<file path="src/rtl/pc_pkg.sv">
// Shared types and defaults for the program-counter unit.
package pc_pkg;

    typedef enum logic [1:0] {
        PC_SEL_SEQ,
        PC_SEL_BR,
        PC_SEL_JMP,
        PC_SEL_RET
    } pc_sel_t;

    localparam int PC_WIDTH_DEF     = 32;
    localparam int PC_STEP_DEF      = 4;
    localparam int PC_RESET_VEC_DEF = 0;

endpackage

</file>
<file path="src/rtl/pc_ras.sv">
// Circular return-address stack: push, pop, swap (push+pop), occupancy count
// and registered overflow/underflow pulses.
module pc_ras #(
    parameter int WIDTH = 32,
    parameter int DEPTH = 4
) (
    input  logic                     clk,
    input  logic                     rst,
    input  logic                     push,
    input  logic                     pop,
    input  logic [WIDTH-1:0]         push_data,
    output logic [WIDTH-1:0]         top,
    output logic [$clog2(DEPTH):0]   count,
    output logic                     overflow,
    output logic                     underflow
);

    localparam int PW = $clog2(DEPTH);
    localparam int CW = PW + 1;

    logic [WIDTH-1:0] mem [DEPTH];
    logic [PW-1:0]    ptr;
    logic [PW-1:0]    top_idx;
    logic             empty;
    logic             full;
    logic             swap;

    assign top_idx = ptr - PW'(1);
    assign top     = mem[top_idx];
    assign empty   = (count == '0);
    assign full    = (count == CW'(DEPTH));
    assign swap    = push && pop && !empty;

    always_ff @(posedge clk or posedge rst) begin
        if (rst) begin
            ptr       <= '0;
            count     <= '0;
            overflow  <= 1'b0;
            underflow <= 1'b0;
        end else begin
            overflow  <= 1'b0;
            underflow <= 1'b0;
            if (swap) begin
                ptr <= ptr;
            end else if (push) begin
                // when full the oldest slot is the one ptr now points at
                ptr <= ptr + PW'(1);
                if (full)
                    overflow <= 1'b1;
                else
                    count <= count + CW'(1);
            end else if (pop) begin
                if (empty) begin
                    underflow <= 1'b1;
                end else begin
                    ptr   <= top_idx;
                    count <= count - CW'(1);
                end
            end
        end
    end

    always_ff @(posedge clk) begin
        if (swap)
            mem[top_idx] <= push_data;
        else if (push)
            mem[ptr] <= push_data;
    end

endmodule

</file>
<file path="src/rtl/pc_unit.sv">
// Program counter with branch/jump/call/ret redirects; the return-address
// stack is compiled in only when PC_UNIT_RAS_EN is defined.
module pc_unit
    import pc_pkg::*;
#(
    parameter int               WIDTH     = PC_WIDTH_DEF,
    parameter logic [WIDTH-1:0] RESET_VEC = WIDTH'(PC_RESET_VEC_DEF),
    parameter int               STEP      = PC_STEP_DEF,
    parameter int               RAS_DEPTH = 4
) (
    input  logic                         clk,
    input  logic                         rst,
    input  logic                         stall,
    input  logic                         branch,
    input  logic [WIDTH-1:0]             branch_target,
    input  logic                         jump,
    input  logic                         call,
    input  logic                         ret,
    input  logic [WIDTH-1:0]             jump_target,
    output logic [WIDTH-1:0]             pc,
    output logic [WIDTH-1:0]             pc_plus,
    output logic [$clog2(RAS_DEPTH):0]   ras_count,
    output logic                         ras_overflow,
    output logic                         ras_underflow
);

    pc_sel_t          sel;
    logic [WIDTH-1:0] next_pc;
    logic [WIDTH-1:0] ras_top;
    logic             ras_push;
    logic             ras_pop;

    assign pc_plus = pc + WIDTH'(STEP);

`ifdef PC_UNIT_RAS_EN
    logic ras_valid;

    assign ras_valid = (ras_count != '0);
    assign ras_push  = call && !stall;
    assign ras_pop   = ret && !stall;

    always_comb begin
        sel = PC_SEL_SEQ;
        if (ret && ras_valid)
            sel = PC_SEL_RET;
        else if (ret && !call)
            sel = PC_SEL_SEQ;
        else if (call || jump)
            sel = PC_SEL_JMP;
        else if (branch)
            sel = PC_SEL_BR;
    end

    pc_ras #(
        .WIDTH (WIDTH),
        .DEPTH (RAS_DEPTH)
    ) u_ras (
        .clk       (clk),
        .rst       (rst),
        .push      (ras_push),
        .pop       (ras_pop),
        .push_data (pc_plus),
        .top       (ras_top),
        .count     (ras_count),
        .overflow  (ras_overflow),
        .underflow (ras_underflow)
    );
`else
    logic unused_ret;

    assign unused_ret    = ret;
    assign ras_push      = 1'b0;
    assign ras_pop       = 1'b0;
    assign ras_top       = '0;
    assign ras_count     = '0;
    assign ras_overflow  = 1'b0;
    assign ras_underflow = 1'b0;

    always_comb begin
        sel = PC_SEL_SEQ;
        if (call || jump)
            sel = PC_SEL_JMP;
        else if (branch)
            sel = PC_SEL_BR;
    end
`endif

    always_comb begin
        next_pc = pc_plus;
        case (sel)
            PC_SEL_BR:  next_pc = branch_target;
            PC_SEL_JMP: next_pc = jump_target;
            PC_SEL_RET: next_pc = ras_top;
            default:    next_pc = pc_plus;
        endcase
    end

    always_ff @(posedge clk or posedge rst) begin
        if (rst)
            pc <= RESET_VEC;
        else if (!stall)
            pc <= next_pc;
    end

endmodule

</file>
<file path="config.mk">
export PLATFORM = sky130hd
export DESIGN_NAME = pc_unit
export DESIGN_NICKNAME = d
export VERILOG_FILES = /design/src/rtl/pc_pkg.sv /design/src/rtl/pc_ras.sv /design/src/rtl/pc_unit.sv
export SDC_FILE = /design/constraint.sdc
export NUM_CORES = 1
export LEC_CHECK = 0
export CORE_ASPECT_RATIO = 1.5
export CORE_MARGIN = 2
export CORE_UTILIZATION = 43
export CTS_CLUSTER_SIZE = 24
export DETAILED_ROUTE_END_ITERATION = 6
export PLACE_DENSITY = 0.83
export SETUP_SLACK_MARGIN = 0.5
export SLEW_MARGIN = 25
export SYNTH_ARGS = -nofsm -noshare
export SYNTH_HDL_FRONTEND = slang
export SYNTH_HIERARCHICAL = 1
export SYNTH_SLANG_ARGS = --single-unit
</file>
<file path="constraint.sdc">
create_clock -name clk -period 3.1 [get_ports clk]
set_input_delay 0.62 -clock clk [delete_from_list [all_inputs] [get_ports clk]]
set_output_delay 0.62 -clock clk [all_outputs]
set_load 0.01 [all_outputs]
</file>
# Word level (Yosys, flattened, before mapping)
# Cells that the tools add are included.
dict set report word_totals {
  regBits 32
}
dict set report op_classes {
  add_sub_neg 1
  n_eq_ne 3
  muxes 3
  reduce_logical 1
}
# cell count
set op_table {}
lappend op_table {{$pmux 32 s3} 1}
lappend op_table {{$add 32x3->32 const B} 1}
lappend op_table {{$eq 2x2->1 const B} 2}
lappend op_table {{$eq 2x1->1 const B} 1}
lappend op_table {{$mux 2} 1}
lappend op_table {{$logic_or 1x1->1} 1}
lappend op_table {{$mux 1} 1}

# Depth between registers and ports, before layout
dict set report logic_depth {
  word_depth 4
  depth_mapped 8
  ltp_nobuf 5
}

# Least setup slack after synthesis
# No wires, ideal clock.
dict set report synth_timing {
  kind {register to output}
  from {register pc[2]}
  to {output port pc_plus[30]}
  arrival_ns 2.075
  required_ns 2.480
  path_slack_ns 0.405
  stages_incl_launch_ff 6
  path_buffers 0
  path_cell_list {dfrtp_1 -> ha_1 -> nand4_1 -> nor4_1 -> nand3_1 -> xnor2_1}
}
dict set report synth_via {
  elab_chain_cells 1
}
# element line_no
set synth_lines {}
lappend synth_lines {{start, declared} pc_unit.sv:20} ;# output logic [WIDTH-1:0] pc,
lappend synth_lines {{start signal, assigned} pc_unit.sv:102} ;# pc <= next_pc;
lappend synth_lines {{$add 32x3->32} pc_unit.sv:33} ;# assign pc_plus = pc + WIDTH'(STEP);
lappend synth_lines {{end, declared} pc_unit.sv:21} ;# output logic [WIDTH-1:0] pc_plus,
# No other way between the ends.

# Worst setup path after layout
dict set report layout_timing {
  from {register pc[2]}
  to {output port pc_plus[22]}
}
# The elaborated chain is that of the path after synthesis.

==> results.py <==
metrics = {
    "setup_path": {
        "crit_slowest_cell": "dfrtp_1",
        "path_max_fanout": 5,
        "cpPeakStageDelay_ns": 0.41,
        "cp_common_cell": "buf_4",
        "crit_path_cell_trace": "ha_4 -> nand4_1 -> buf_4 -> nor4_4 -> buf_4 -> buf_6 -> buf_12 -> nand2_2 -> xnor2_1 -> buf_2",
        "cp.arrival_ns": 2.16,
        "r2r-start": "pc[2]",
        "crit_family": "buffers and inverters",
        "cp-end-kind": "primary output",
        "reg2reg_to": "pc[26]",
        "start_kind": "register",
        "reg2reg_slack_ns": 0.92,
        "path_buf_inv": 5,
        "cp.required_ns": 2.48,
        "ff2ff_path_depth": 10,
        "cp_num_cells": 10,
        "crit_type": "reg2out",
    },
    "timing": {
        "max_slew_margin": 0.5835,
        "fin_crit_sh": 0.8979,
        "min_period_ns": 2.783,
        "tightest_slew_ns": 0.6248,
        "fmax_ghz": 0.3593,
        "rsz0062_at_grt": "true",
        "finalHoldViolations": 0,
        "report.final.slew_viol_count": 0,
        "setup_slack_ns": 0.3166,
        "setup_viol": 0,
        "skew_ns": 0.004262,
        "timing.setup.tns_ns": 0,
    },
    "clock_network": {
        "cts_htree_levels": 2,
        "holdBufCountCts": 0,
        "cts_tree": "done",
        "cts_sinks": 32,
        "numCtsBuffers": 5,
        "ctsRootBufferMaster": "clkbuf_8",
        "clk_latency_ns": 0.29,
        "clockBufferDepth": 2,
        "path_clk_slew_ns": 0.07,
    },
    "cells_and_area": {
        "final_core_util": 0.7457,
        "syn2layout_area_growth_pct": 67.39,
        "nets": 650,
        "final_common_cell": "clkdlybuf4s50_1",
        "largest_register_ffs": 32,
        "drive_above_1_share": 0.2815,
        "diodes": 0,
        "layout.cells.non_filler": 657,
        "largest_register": "pc",
        "layout_common_cells": "clkdlybuf4s50_1 (106), buf_4 (75), nand2_1 (46)",
        "largestRegisters": "pc (32)",
        "nFillCells": 476,
    },
    "routing": {
        "ant_nets": 0,
        "vias": 4212,
        "wl_um": 13510,
        "firstDrtPassIters": 6,
        "vias_per_cell": 6.411,
        "drtIter0Drc": 607,
        "drc": 0,
        "wl_per_cell_um": 20.56,
    },
    "synthesis": {
        "synth_top_family_by_area": "simple AND/OR/NAND/NOR gates",
        "synth-edff-count": 0,
        "synth-seq-cells": 32,
        "yosysTopAreaCellShare": 0.2606,
        "synthMuxAreaShare": 0.006515,
        "syn_area_per_cell_um2": 7.721,
        "synth_area_leaders": "dfrtp_1 (26%), nand2_1 (5.9%), o21ai_0 (4.4%), xnor2_1 (4.3%), nor3_1 (3.9%)",
        "synth_warnings": 6,
        "synth_ff_type": "dfrtp_1",
        "synth_top_cell_by_area": "dfrtp_1",
        "synthSimpleGateAreaFrac": 0.2915,
        "synth-compound-area-share": 0.2610,
        "netlist_area_um2": 3073,
        "synth_fa_ha_area_frac": 0.004072,
        "synthXorXnorAreaFrac": 0.07980,
        "async_flop_share": 1.000,
        "ys_seq_area_frac": 0.2606,
        "ys_types": 60,
        "synthCells": 398,
    },
    "place": {
        "hpwl_um": 8197,
        "gp_congestion": 0.9794,
        "dpl.cell_count": 604,
        "numPortBuffers": 133,
        "preCtsSetupSlack_ns": 0.07597,
    },
    "grt": {
        "grt_max_degree": 65,
        "grt_overflow": 0,
        "grt_pass1_wl_um": 19270,
        "grt_use_total": 0.3112,
        "antenna_found_initial": 0,
        "first_global_vias": 3909,
    },
    "power_and_ir_drop": {
        "p_sw_frac": 0.3693,
        "power_leakage_uw": 0.002213,
        "power_frac_clock": 0.204,
        "power_frac_seq": 0.325,
        "p_int_uw": 1067,
        "switchingPower_uw": 624.5,
        "power.density_nw_per_um2": 328.8,
        "p_comb_frac": 0.471,
        "ir_drop_uv": 257.6,
    },
    "die": {
        "rows": 37,
        "die_h_um": 107.5,
        "dieWidth_um": 73.03,
        "die_area_um2": 7853,
        "initial_utilization": 0.4455,
        "io_pins": 140,
        "coreArea_um2": 6898,
    },
    "worst_hold_path": {
        "hp-start": "pc[0]",
        "hp-class": "reg2reg",
        "min_to": "pc[0]",
        "hold_depth": 1,
    },
    "status": {
        "status": "completed",
    },
    "flow_run": {
        "cap_violations": 0,
    },
}
cells by family after synthesis:
logic type / Yosys count
xor gates and xnor gates: 28
and+or+nand+nor: 167
other: 1
AOI/OAI and AO/OA: 113
buffers and inverters: 54
muxes: 2
adders and majority gates: 1
DFF: 32
timing repair:
item | 4_1_cts | 5_1_grt
hold endpoints to repair | 0 | 0
gates resized for setup | 97 | 39
setup buffers | 26 | 19
endpoints found under the setup margin | 25 | 20
pin swaps | 13 | 21
power groups by stage:
stage          registers [uW]  clock network [uW]  logic, uW
3_3_place_gp              551                   0        706
5_1_grt                   554                 365        844
3_5_place_dp              556                   0        715
4_1_cts                   547                 348        738
6_report                  550                 345        796
2_1_floorplan             562                   0        316
per-stage QoR:
stage	cell area (um2)	power (uW)	hold slack (ns)
after detailed placement	4537	1271	0.5354
after floorplan	3094	877.7	0.5693
final	5144	1691	0.5419
after global placement	4537	1257	0.5257
after CTS	4943	1633	0.5520
after global routing	5144	1763	0.5711
layout make-up:
class                           count  area, um2  share of cell area
Multi-Input combinational cell    316       2223              0.4323
Timing Repair Buffer              214       1882              0.3658
Sequential cell                    32      817.0              0.1588
Tap cell                           78      97.59             0.01897
Clock buffer                        8      90.09             0.01751
Inverter                            9      33.78            0.006568
cell usage after synthesis (all sizes together) (3+ instances only):
cell	instances
nand2	48
dfrtp	32
clkbuf	28
o21ai	27
nor3	24
nand3	21
nor2	20
buf	17
a31oi	15
xnor2	15
xor2	13
o21a	12
and3	11
nand4	11
nor4	11
a21oi	9
inv	9
and4	7
a311o	6
a211o	5
o211ai	5
a221oi	4
nand2b	4
o21bai	4
o22a	4
o2bb2ai	4
o311a	4
o22ai	3
worst max-delay path by stage:
stage           from           to  slack, ns
2_1_floorplan  pc[2]  pc_plus[30]       0.60
3_3_place_gp   pc[2]  pc_plus[28]       0.12
3_5_place_dp   pc[2]  pc_plus[28]       0.08
4_1_cts        pc[2]  pc_plus[11]       0.31
5_1_grt        pc[2]  pc_plus[28]       0.26
6_report       pc[2]  pc_plus[22]       0.32
per-layer routing:
metal | up-vias | GRT usage | routed length [um]
li1 | 1817 | - | -
met1 | 1964 | 0.3544 | 4713
met2 | 336 | 0.5412 | 6640
met3 | 95 | 0.05337 | 1213
met4 | 0 | 0.1614 | 938
met5 | - | 0 | 0
No activity file was read; power rests on OpenSTA's default activity.
